### src/rtl/parity_rx_if.sv
// Bus bundle for the parity_rx serial receiver: serial input side plus
// word-level result side.
interface parity_rx_if #(
    parameter int wordsize = 8
);
    logic                bit_en;
    logic                rx;
    logic [wordsize-1:0] data;
    logic                valid;
    logic                parity_err;
    logic                frame_err;
    logic                busy;
    logic [7:0]          err_count;

    modport master (
        output bit_en, rx,
        input  data, valid, parity_err, frame_err, busy, err_count
    );

    modport slave (
        input  bit_en, rx,
        output data, valid, parity_err, frame_err, busy, err_count
    );
endinterface

### src/rtl/parity_rx.sv
// Even-parity serial frame receiver: start, wordsize data bits LSB first,
// parity, stop. Optional saturating error counter under PARITY_RX_ERRCNT_EN.
module parity_rx #(
    parameter int wordsize = 8
) (
    input logic        clk,
    input logic        rst_n,
    parity_rx_if.slave bus
);
    localparam int cnt_w = $clog2(wordsize + 1);

    localparam logic [1:0] IDLE   = 2'd0;
    localparam logic [1:0] DATA   = 2'd1;
    localparam logic [1:0] PARITY = 2'd2;
    localparam logic [1:0] STOP   = 2'd3;

    logic [1:0]          state;
    logic [wordsize-1:0] shreg;
    logic [wordsize-1:0] shreg_next;
    logic [cnt_w-1:0]    cnt;
    logic                rx_par;
    logic [wordsize-1:0] data_q;
    logic                valid_q;
    logic                perr_q;
    logic                ferr_q;

    // New bit enters at the MSB so the first data bit ends up in bit 0.
    // NOTE: always_comb gives every target a default first, so no latch is inferred.
    always_comb begin
        shreg_next               = shreg >> 1;
        shreg_next[wordsize-1]   = bus.rx;
    end

    // NOTE: sequential state uses non-blocking assignments only; every register
    // here, including the shift register, has a defined reset value.
    always_ff @(posedge clk or negedge rst_n) begin
        if (!rst_n) begin
            state   <= IDLE;
            shreg   <= '0;
            cnt     <= '0;
            rx_par  <= 1'b0;
            data_q  <= '0;
            valid_q <= 1'b0;
            perr_q  <= 1'b0;
            ferr_q  <= 1'b0;
        end else begin
            valid_q <= 1'b0;
            if (bus.bit_en) begin
                case (state)
                    IDLE: begin
                        if (!bus.rx) begin
                            state <= DATA;
                            cnt   <= '0;
                        end
                    end
                    DATA: begin
                        shreg <= shreg_next;
                        cnt   <= cnt + 1'b1;
                        if (cnt == cnt_w'(wordsize - 1)) begin
                            state <= PARITY;
                        end
                    end
                    PARITY: begin
                        rx_par <= bus.rx;
                        state  <= STOP;
                    end
                    STOP: begin
                        // A bad stop bit still delivers the word; resync is just IDLE.
                        data_q  <= shreg;
                        perr_q  <= (rx_par != ^shreg);
                        ferr_q  <= !bus.rx;
                        valid_q <= 1'b1;
                        state   <= IDLE;
                    end
                    default: state <= IDLE;
                endcase
            end
        end
    end

`ifdef PARITY_RX_ERRCNT_EN
    logic [7:0] err_q;

    // One increment per erroneous frame, even when both flags are set.
    always_ff @(posedge clk or negedge rst_n) begin
        if (!rst_n) begin
            err_q <= '0;
        end else if (valid_q && (perr_q || ferr_q) && (err_q != 8'hFF)) begin
            err_q <= err_q + 8'd1;
        end
    end

    assign bus.err_count = err_q;
`else
    assign bus.err_count = 8'd0;
`endif

    assign bus.data       = data_q;
    assign bus.valid      = valid_q;
    assign bus.parity_err = perr_q;
    assign bus.frame_err  = ferr_q;
    assign bus.busy       = (state != IDLE);
endmodule

### src/flat_wrapper.sv
// flat-port wrapper written by rule: the top's interface ports become plain ports
module parity_rx_flat 
#(
    parameter int wordsize = 8
)
  (clk, rst_n, bus_bit_en, bus_rx, bus_data, bus_valid, bus_parity_err, bus_frame_err, bus_busy, bus_err_count);
  parity_rx_if #(.wordsize(wordsize)) bus_i ();
  input logic clk;
  input logic rst_n;
  input wire logic [$bits(bus_i.bit_en)-1:0] bus_bit_en;
  input wire logic [$bits(bus_i.rx)-1:0] bus_rx;
  output wire logic [$bits(bus_i.data)-1:0] bus_data;
  output wire logic [$bits(bus_i.valid)-1:0] bus_valid;
  output wire logic [$bits(bus_i.parity_err)-1:0] bus_parity_err;
  output wire logic [$bits(bus_i.frame_err)-1:0] bus_frame_err;
  output wire logic [$bits(bus_i.busy)-1:0] bus_busy;
  output wire logic [$bits(bus_i.err_count)-1:0] bus_err_count;
  assign bus_i.bit_en = bus_bit_en;
  assign bus_i.rx = bus_rx;
  assign bus_data = bus_i.data;
  assign bus_valid = bus_i.valid;
  assign bus_parity_err = bus_i.parity_err;
  assign bus_frame_err = bus_i.frame_err;
  assign bus_busy = bus_i.busy;
  assign bus_err_count = bus_i.err_count;
  parity_rx #(.wordsize(wordsize)) u_core (.clk(clk), .rst_n(rst_n), .bus(bus_i));
endmodule
### config.mk
export PLATFORM = sky130hd
export DESIGN_NAME = parity_rx_flat
export DESIGN_NICKNAME = d
export VERILOG_FILES = /design/src/rtl/parity_rx_if.sv /design/src/rtl/parity_rx.sv /design/src/flat_wrapper.sv
export SDC_FILE = /design/constraint.sdc
export NUM_CORES = 1
export LEC_CHECK = 0
export CAP_MARGIN = 20
export CORE_AREA = 2 2 65 67
export CTS_CLUSTER_DIAMETER = 100
export DETAILED_ROUTE_END_ITERATION = 16
export DIE_AREA = 0 0 67 69
export HOLD_SLACK_MARGIN = 0.03
export PLACE_DENSITY = 0.59
export SYNTH_ARGS = -nofsm -noshare
export SYNTH_HDL_FRONTEND = slang
export SYNTH_SLANG_ARGS = --single-unit
### constraint.sdc
create_clock -name clk -period 1.62 [get_ports clk]
set_clock_uncertainty 0.1 [all_clocks]
set_input_delay 0.324 -clock clk [delete_from_list [all_inputs] [get_ports clk]]
set_output_delay 0.324 -clock clk [all_outputs]
set_load 0.02 [all_outputs]
==> results.cfg <==
[synth]
yosysWarnings = 0
yosysTopAreaCellShare_pct = 49.8
ys_seq_elements = 26
synth_edf_count = 0
postSynthCellCount = 111
synthDistinctLibCells = 27
synth_area_mm2 = 0.00131
synth_most_common_cell = dfrtp_1
synth-main-ff-cell = dfrtp_1
syn_avg_cell_area_um2 = 11.8
yosysTopAreaCell = dfrtp_1
ys_top_cells_by_area = dfrtp_1, mux2_2, ha_1
async_reset_ff_share_pct = 100
ys_top_cells_by_count = dfrtp_1, mux2_2, nand2_1, buf_4, inv_1
ys_seq_area_share_pct = 49.8

[floorplan]
core_mm2 = 0.00391
die_h_um = 69
io_pins = 24
die_x_um = 67
dieArea_mm2 = 0.00462
start_util_pct = 33.4
rows = 23

[clock_network]
cts_buffers = 3
clock-root-buffer = clkbuf_8
clk_pin_slew_worst_paths_ns = 0.09
cts_buffer_depth = 2
clock_latency_ns = 0.27
cts_tree = done
cts-htree-levels = 1
clock-sinks = 26

[critical_path]
end_kind = flop
rrSetupSlack_ns = 0.04
critPathTopFamily = flip-flops
worst_path_max_delay_cell = dfrtp_1
worst-path-max-fanout = 5
r2r_end = u_core.cnt[2]
critical_path_buf_inv_count = 3
critPathKind = reg2reg
worst_setup_path_start_kind = flop
cp.required_ns = 1.68
cp_cell_sequence = inv_1, ha_2, buf_4, nand2_1, nand2_2, buf_6, a221o_1
r2r_cells = 7
crit_arrival_ns = 1.63
timing.rr.start = u_core.state[0]
slowest_delay_ns = 0.36

[outcome]
status = completed

[final_layout]
nNetsFinal = 151
stdcell_area_mm2 = 0.00167
drive_gt1_share_pct = 34.0
syn2layout_area_growth_pct = 27.5
n_antenna_cell = 0

[power_and_ir_drop]
totalPowerFinal_w = 0.00347
max-vdd-ir-drop_mv = 0.838
p_seq_share_pct = 34.3
power_switching_w = 0.00127
power_leakage_nw = 0.817
internal-power_w = 0.00220
swShare_pct = 36.6
powerDensity_mw_per_mm2 = 2080
comb_power_share_pct = 53.7
pwr-share-clk_pct = 12.0

[placement]
io_buffers = 15
hpwlAfterDp_um = 1700
place.gp.congestion = 0.874
placed_area_mm2 = 0.00160

[detailed_routing]
drtPass1Iterations = 4
drc = 0
via_per_inst = 4.59
first_iter_violations = 10
routedWlPerCell_um = 12.1
antenna_left = 0
wl_um = 2320
vias = 877

[min_path]
min_path_type = in2async

[timing]
rsz0062_at_grt = true
timing.fmax_ghz = 0.633
fin_worst_hold_slack_ns = 0.314
slew_violations = 0
setup_violations = 0
hold_violations = 0
min_period_over_period_pct = 97.5
min_period_ns = 1.58
finalSetupTns_ns = 0

[global_route]
track_usage_pct = 11.1
antenna_found_initial = 0
grt_max_degree = 27
grt_pass1_wl_um = 4070
grt_pass1_vias = 897
grt.overflow.total = 0

[run]
cap_violations = 0
how the worst max path moves through the flow:
stage,from,to,cells after the start
6_report,u_core.state[0],u_core.cnt[2],7
5_1_grt,u_core.cnt[1],u_core.state[1],5
4_1_cts,u_core.state[0],u_core.state[1],7
3_5_place_dp,bus_bit_en,u_core.state[1],4
3_3_place_gp,bus_bit_en,u_core.state[1],4
2_1_floorplan,u_core.state[1],u_core.cnt[2],7
power groups by stage:
| stage | sequential [W] | clock, W | combinational (W) |
|---|---|---|---|
| 6_report | 0.00119 | 0.000417 | 0.00187 |
| 5_1_grt | 0.00124 | 0.000459 | 0.00206 |
| 4_1_cts | 0.00119 | 0.000432 | 0.00181 |
| 3_5_place_dp | 0.00121 | 0 | 0.00190 |
| 3_3_place_gp | 0.00119 | 0 | 0.00186 |
| 2_1_floorplan | 0.00133 | 0 | 0.00108 |
metal layers:
layer	track usage (%)	share of wire [%]	vias up
met5	0	0	-
met4	4.54	0.82	0
met3	1.79	3.2	2
met2	17.8	50	21
met1	14.7	46	428
li1	-	-	426
final cells by class:
| type | instances | area [um2] |
|---|---|---|
| clock buffer | 4 | 55.1 |
| fill | 380 | 2250 |
| inverter | 7 | 26.3 |
| multi-input combinational | 74 | 607 |
| sequential | 26 | 651 |
| tap | 50 | 62.6 |
| timing repair buffer | 30 | 264 |
kinds of logic after synthesis:
| kind of cell | after synthesis | synth area share, % |
|---|---|---|
| flip-flops | 26 | 49.8 |
| buffers and inverters | 18 | 7.76 |
| AO/OA/AOI/OAI | 14 | 6.99 |
| multiplexers | 20 | 17.2 |
| adder cells (fa/ha/maj) | 5 | 4.79 |
| XOR/XNOR | 7 | 5.75 |
| other | 1 | 0.287 |
| AND/OR/NAND/NOR | 20 | 7.38 |
metrics by stage:
stage	util, %	std cells	worst slack, ns
6_report	42.6	191	0.0407
3_3_place_gp	40.8	187	-0.104
2_1_floorplan	-	118	0.0369
5_1_grt	42.6	191	-0.0318
4_1_cts	41.7	191	0.000359
3_5_place_dp	40.8	187	-0.140
flip-flops by register name, indices dropped and copies added, names as in the netlist:
| name | flops |
|---|---|
| u_core.state | 2 |
| u_core.cnt | 4 |
| u_core.rx_par | 1 |
| u_core.bus.data | 8 |
| u_core.bus.parity_err | 1 |
| u_core.bus.valid | 1 |
| u_core.bus.frame_err | 1 |
| u_core.shreg | 8 |
worst reg2reg max path, stage by stage (launching register included):
cell and delay, ns:
dfrtp_1 0.36, inv_1 0.07, ha_2 0.18, buf_4 0.15
nand2_1 0.07, nand2_2 0.07, buf_6 0.14, a221o_1 0.34
cell usage in the layout (no fill, tap or decap), drive strengths merged, types with 2 or more instances in the layout:
master         count
nand2             10
clkbuf             4
ha                 5
nor2b              2
xnor2              4
o21ai              6
nand3              2
mux2              20
a21oi              3
dlygate4sd2       10
clkdlybuf4s50      3
nor2               2
dfrtp             26
inv                7
xor2               2
conb               8
buf               16
timing repair:
action,CTS,global route
gates cloned,0,0
gates resized for setup,15,11
endpoints found under the setup margin,12,14
pin swaps,0,3
setup buffers,0,0
hold buffers,0,0
No activity file was read; power rests on OpenSTA's default activity.
